File: config.mk
export PLATFORM = sky130hd
export DESIGN_NAME = packet_queue_assembler
export DESIGN_NICKNAME = d
export VERILOG_FILES = /design/src/rtl/hdmi_pkg.sv /design/src/rtl/bch_ecc_lane.sv /design/src/rtl/packet_queue_assembler.sv
export SDC_FILE = /design/constraint.sdc
export NUM_CORES = 1
export LEC_CHECK = 0
export CAP_MARGIN = 20
export CORE_ASPECT_RATIO = 0.75
export CORE_MARGIN = 1
export CORE_UTILIZATION = 45
export CTS_CLUSTER_SIZE = 30
export DETAILED_ROUTE_END_ITERATION = 8
export SLEW_MARGIN = 25
export SYNTH_ARGS = -nofsm -noshare
export SYNTH_HDL_FRONTEND = slang
export SYNTH_SLANG_ARGS = --single-unit
File: constraint.sdc
create_clock -name clk_pixel -period 20.7 [get_ports clk_pixel]
set_input_delay 4.14 -clock clk_pixel [delete_from_list [all_inputs] [get_ports clk_pixel]]
set_output_delay 4.14 -clock clk_pixel [all_outputs]
set_load 0.01 [all_outputs]
File: src/rtl/hdmi_pkg.sv
// Shared HDMI data-island definitions: packet layout, slot geometry and the
// bit-serial BCH step used by every ECC lane.
package hdmi_pkg;

  localparam int PKT_BITS    = 248;
  localparam int SLOT_LEN    = 32;
  localparam int HEADER_BITS = 24;
  localparam int SUB_BITS    = 56;
  localparam int NUM_SUB     = 4;

  typedef struct packed {
    logic [NUM_SUB*SUB_BITS-1:0] sub;
    logic [HEADER_BITS-1:0]      header;
  } pkt_t;

  localparam logic [HEADER_BITS-1:0] NULL_HEADER = '0;
  localparam pkt_t NULL_PKT = '{sub: '0, header: NULL_HEADER};

  function automatic logic [7:0] next_ecc(input logic [7:0] ecc,
                                          input logic       bit_in,
                                          input logic [7:0] poly);
    return (ecc[0] ^ bit_in) ? ((ecc >> 1) ^ poly) : (ecc >> 1);
  endfunction

endpackage

File: src/rtl/bch_ecc_lane.sv
// One BCH parity register; applies BITS_PER_CYCLE serial steps per enabled
// cycle, LSB of data first. Clear wins over step.
module bch_ecc_lane
  import hdmi_pkg::*;
#(
  parameter int         BITS_PER_CYCLE = 1,
  parameter logic [7:0] ECC_POLY       = 8'h83
) (
  input  logic                      clk,
  input  logic                      rst,
  input  logic                      step,
  input  logic                      clear,
  input  logic [BITS_PER_CYCLE-1:0] data,
  output logic [7:0]                parity
);

  logic [7:0] parity_next;

  always_comb begin
    parity_next = parity;
    for (int i = 0; i < BITS_PER_CYCLE; i++) begin
      parity_next = next_ecc(parity_next, data[i], ECC_POLY);
    end
  end

  always_ff @(posedge clk or posedge rst) begin
    if (rst) begin
      parity <= '0;
    end else if (clear) begin
      parity <= '0;
    end else if (step) begin
      parity <= parity_next;
    end
  end

endmodule

File: src/rtl/packet_queue_assembler.sv
// Queues complete data-island packets and serialises one per 32-pixel slot
// with BCH parity appended; empty slots carry a null packet or stay idle.
module packet_queue_assembler
  import hdmi_pkg::*;
#(
  parameter int         FIFO_DEPTH = 4,
  parameter logic [7:0] ECC_POLY   = 8'h83,
  parameter bit         NULL_FILL  = 1'b1
) (
  input  logic                          clk_pixel,
  input  logic                          reset,
  input  logic                          data_island_period,
  input  logic                          in_valid,
  output logic                          in_ready,
  input  logic [HEADER_BITS-1:0]        in_header,
  input  logic [NUM_SUB*SUB_BITS-1:0]   in_sub,
  output logic [8:0]                    packet_data,
  output logic                          packet_enable,
  output logic [$clog2(FIFO_DEPTH):0]   fifo_level,
  output logic                          abort
);

  localparam int AW = $clog2(FIFO_DEPTH);
  localparam int LW = AW + 1;
  localparam int CW = $clog2(SLOT_LEN);

  pkt_t          mem [FIFO_DEPTH];
  logic [AW-1:0] wr_ptr, rd_ptr;
  logic [LW-1:0] count;
  logic [CW-1:0] counter;
  pkt_t          cur_pkt;
  logic          cur_real;

  logic full, empty, push, pop, slot_start, active;

  assign full       = (count == LW'(FIFO_DEPTH));
  assign empty      = (count == '0);
  assign slot_start = data_island_period && (counter == '0);
  assign push       = in_valid && !full;
  assign pop        = slot_start && !empty;
  assign active     = data_island_period && !reset;

  assign in_ready   = !full;
  assign fifo_level = count;
  assign abort      = !data_island_period && (counter != '0);

  always_ff @(posedge clk_pixel) begin
    if (push) begin
      mem[wr_ptr] <= '{sub: in_sub, header: in_header};
    end
  end

  always_ff @(posedge clk_pixel or posedge reset) begin
    if (reset) begin
      wr_ptr <= '0;
      rd_ptr <= '0;
      count  <= '0;
    end else begin
      if (push) wr_ptr <= wr_ptr + 1'b1;
      if (pop)  rd_ptr <= rd_ptr + 1'b1;
      case ({push, pop})
        2'b10:   count <= count + 1'b1;
        2'b01:   count <= count - 1'b1;
        default: count <= count;
      endcase
    end
  end

  // Dropping the island mid-slot discards the latched packet: the counter
  // returns to 0 and the next slot starts from the FIFO head.
  always_ff @(posedge clk_pixel or posedge reset) begin
    if (reset) begin
      counter  <= '0;
      cur_pkt  <= NULL_PKT;
      cur_real <= 1'b0;
    end else begin
      counter <= data_island_period ? counter + 1'b1 : '0;
      if (slot_start) begin
        cur_pkt  <= empty ? NULL_PKT : mem[rd_ptr];
        cur_real <= !empty;
      end
    end
  end

  // Slot cycle 0 reads the head directly so the first bit leaves with no delay.
  pkt_t slot_pkt;
  logic slot_real, send;

  always_comb begin
    slot_pkt  = cur_pkt;
    slot_real = cur_real;
    if (counter == '0) begin
      slot_pkt  = empty ? NULL_PKT : mem[rd_ptr];
      slot_real = !empty;
    end
  end

  assign send = active && (slot_real || NULL_FILL);

  logic        lane_clear, hdr_step, sub_step;
  logic [7:0]  par_hdr;
  logic [31:0] bch_hdr;
  logic [7:0]  par_sub [NUM_SUB];
  logic [63:0] bch_sub [NUM_SUB];

  assign lane_clear = !data_island_period || (counter == CW'(SLOT_LEN - 1));
  assign hdr_step   = data_island_period && (counter < CW'(HEADER_BITS));
  assign sub_step   = data_island_period && (counter <= CW'(SUB_BITS / 2 - 1));
  assign bch_hdr    = {par_hdr, slot_pkt.header};

  bch_ecc_lane #(.BITS_PER_CYCLE(1), .ECC_POLY(ECC_POLY)) u_lane_hdr (
    .clk    (clk_pixel),
    .rst    (reset),
    .step   (hdr_step),
    .clear  (lane_clear),
    .data   (bch_hdr[counter]),
    .parity (par_hdr)
  );

  for (genvar k = 0; k < NUM_SUB; k++) begin : g_sub
    assign bch_sub[k] = {par_sub[k], slot_pkt.sub[k*SUB_BITS +: SUB_BITS]};

    bch_ecc_lane #(.BITS_PER_CYCLE(2), .ECC_POLY(ECC_POLY)) u_lane_sub (
      .clk    (clk_pixel),
      .rst    (reset),
      .step   (sub_step),
      .clear  (lane_clear),
      .data   (bch_sub[k][{counter, 1'b0} +: 2]),
      .parity (par_sub[k])
    );
  end

  always_comb begin
    packet_data = '0;
    if (send) begin
      packet_data[0] = bch_hdr[counter];
      for (int k = 0; k < NUM_SUB; k++) begin
        packet_data[1 + k] = bch_sub[k][{counter, 1'b0}];
        packet_data[5 + k] = bch_sub[k][{counter, 1'b1}];
      end
    end
  end

  assign packet_enable = send && (counter == '0);

endmodule

==> results.cfg <==
[timing]
slew-limit-headroom = 0.237
max_freq_mhz = 89.4
period_minus_slack_ns = 11.18
skew_ns = 0.0229
finalSetupTns_ns = 0
worst_pin_slew_ns = 1.14
final-max-slew-violation-count = 0
setup_violations = 0
timing_hold_violations_final = 0
rsz0062_at_grt = false
post-route-period-util = 0.540

[global_routing]
met3_usage = 0.0599
grt_start_max_net_pins = 207
grt_overflow = 0
antenna_found_initial = 25
busiest_layer = met1
track_usage = 0.246
grtUsageMet1 = 0.374
grt_pass1_vias = 29700
grt_pass1_wl_um = 208000
met2_usage = 0.355

[clock_tree]
clock_path_buffers = 3
cts_resized = 0
cts_tree = yes
hold_buffers = 0
insertion_delay_ns = 0.77
cts_made_buffers = 131
clkTransAtPathRegs_ns = 0.06
h-tree-depth = 4
ctsRootBufferMaster = clkbuf_16
cts_setup_buffers = 0
clock-sinks = 1292

[worst_setup_path]
crit_chain = inv_2 -> ha_1 -> or4b_4 -> nor2_4 -> buf_4 -> a221oi_1 -> or4_1 -> o211ai_1 -> o311ai_2 -> nor2_1 -> clkdlybuf4s50_1
slowest_delay_ns = 0.81
cp_data_required_time_ns = 16.56
slowest_stage = or4b_4
path_max_fanout = 74
cp-end-kind = output port
path_buf_inv = 3
path_class = reg2out
path_delay_family = simple AND/OR/NAND/NOR gates
cp_data_arrival_time_ns = 7.04
crit_path_start_kind = flop

[power_and_ir_drop]
p_sw_mw = 2.81
switching_share = 0.326
seqPwrFrac = 0.437
p_int_mw = 5.80
power.leakage_nw = 20.8
peakVddDrop_mv = 0.0908
power_frac_comb = 0.292
clkPwrFrac = 0.270
p_per_area_nw_per_um2 = 143

[floorplan]
die_area_um2 = 117000
core_um2 = 114000
chipHeight_um = 296
die_w_um = 394
io_pins = 267
initial_utilization = 0.455
rows = 107

[routing]
wire_per_inst_um = 29.3
remaining_drc_errors = 0
drtIter0Drc = 3438
vias = 29800
via_per_inst = 6.12
wirelength_um = 143000
ant_nets = 0
firstDrtPassIters = 6

[synthesis]
synth_flop_cell = edfxtp_1
synth_cell_type_count = 77
ys_ff_latch = 1292
yosys.area.top_type = edfxtp_1
synth_area_leaders = edfxtp_1, dfrtp_1, mux4_2
syn_avg_cell_area_um2 = 17.3
synth-async-reset-ratio = 0.232
synth_nets = 3261
synth_area_um2 = 51900
ys_seq_area_frac = 0.719
synth_cells = 3000
synth_edf_count = 992
synth_top_area_share = 0.574
yosysWarnings = 0

[layout]
final_common_cell = edfxtp_1
drive_above_1_share = 0.163
area_delta_synth_final_pct = 16.1
final_cell_mix = edfxtp_1, nand2_1, dfrtp_1
final_util = 0.529
nNetsFinal = 3489

[placed_design]
hpwl_um = 89600
io_buffers = 266
place_congestion = 0.872

[hold_path]
hold_class = reg2reg

[flow_run]
maxCapViolations = 0

[run_status]
status = completed
## sequential cells by signal (all words and copies together), names as in the netlist
name / flops
wr_ptr: 2
mem: 992
counter: 5
rd_ptr: 2
g_sub.u_lane_sub.parity: 32
fifo_level: 3
u_lane_hdr.parity: 8
cur_pkt: 248
## synthesized netlist by cell type, drive strengths merged, types with 6 or more instances
master,count
edfxtp,992
dfrtp,300
nand2,296
mux4,265
a22o,163
o21ai,156
clkbuf,120
a21oi,117
buf,108
a221oi,66
nor2,57
nand3,51
a221o,24
a211oi,23
o211ai,20
nor3,18
xnor2,17
xor2,16
mux2i,15
a22oi,12
a31oi,12
and2,12
inv,11
and3,10
nor4,9
ha,8
nand2b,8
nand4,8
o2111ai,8
o22ai,6
o41ai,6
## per-stage QoR
stage	power (mW)	instance area, um2	hold WS (ns)	worst slack (ns)	instances
final	8.61	60200	0.482	9.52	4869
after global routing	8.97	60200	0.501	9.38	4865
after global placement	6.26	55900	0.462	9.77	4617
after floorplan	5.49	51900	0.441	4.33	3000
after CTS	8.66	60100	0.483	9.57	4861
after detailed placement	6.33	55900	0.470	9.82	4618
## final timing paths
kind | from | cells after the start | endpoint | slack [ns]
hold reg to reg | cur_pkt[220] | 2 | cur_pkt[220] | 0.48
setup / recovery | counter[0] | 11 | packet_data[7] | 9.52
max in group asynchronous | reset | 4 | rd_ptr[0] | 15.47
min in group asynchronous | reset | 2 | cur_pkt[22] | 3.87
setup reg to reg | counter[0] | 13 | g_sub[2].u_lane_sub.parity[1] | 14.18
hold / removal | cur_pkt[220] | 2 | cur_pkt[220] | 0.48
## kinds of logic (layout without fill, tap and decap cells)
kind of cell,count (synthesis),count (layout),share of synthesized area
flip-flops,1292,1292,0.719
AND/OR/NAND/NOR,488,488,0.0410
XOR/XNOR,35,35,0.00675
multiplexers,285,285,0.119
other,0,5,0
adder cells (fa/ha/maj),9,9,0.00232
AO/OA/AOI/OAI,651,651,0.0895
buffers and inverters,240,578,0.0224
## power by group through the flow
| stage | Combinational (mW) | Clock (mW) | Sequential (mW) |
|---|---|---|---|
| CTS | 2.53 | 2.37 | 3.76 |
| detailed placement | 2.52 | 0 | 3.81 |
| floorplan | 1.70 | 0 | 3.79 |
| finish | 2.52 | 2.33 | 3.76 |
| global route | 2.69 | 2.46 | 3.82 |
| global placement | 2.48 | 0 | 3.78 |
## area by class of cell
type | count | area, um2
fill | 8965 | 53700
inverter | 12 | 52.6
clock inverter | 52 | 543
clock buffer | 191 | 3700
timing repair buffer | 323 | 3230
multi-input combinational | 1468 | 13500
antenna | 5 | 12.5
sequential | 1292 | 37300
tap | 1526 | 1910
## metal layers
metal / share of wire / wire length (um)
met1: 0.44 / 63400
met2: 0.44 / 62500
met3: 0.097 / 13900
met4: 0.019 / 2730
met5: 0.0018 / 261
## worst reg2reg max path: stages (launching register included)
cell      delay [ns]
dfrtp_4         0.63
inv_2           0.70
ha_1            0.54
or4b_4          0.81
nor2_4          0.60
buf_4           0.81
a221oi_1        0.25
or4_1           0.61
o211ai_1        0.16
o311ai_2        0.39
xor2_1          0.28
xnor2_1         0.20
or4_1           0.41
nand2_1         0.08
Note: power is estimated with default switching activity, not from simulation.
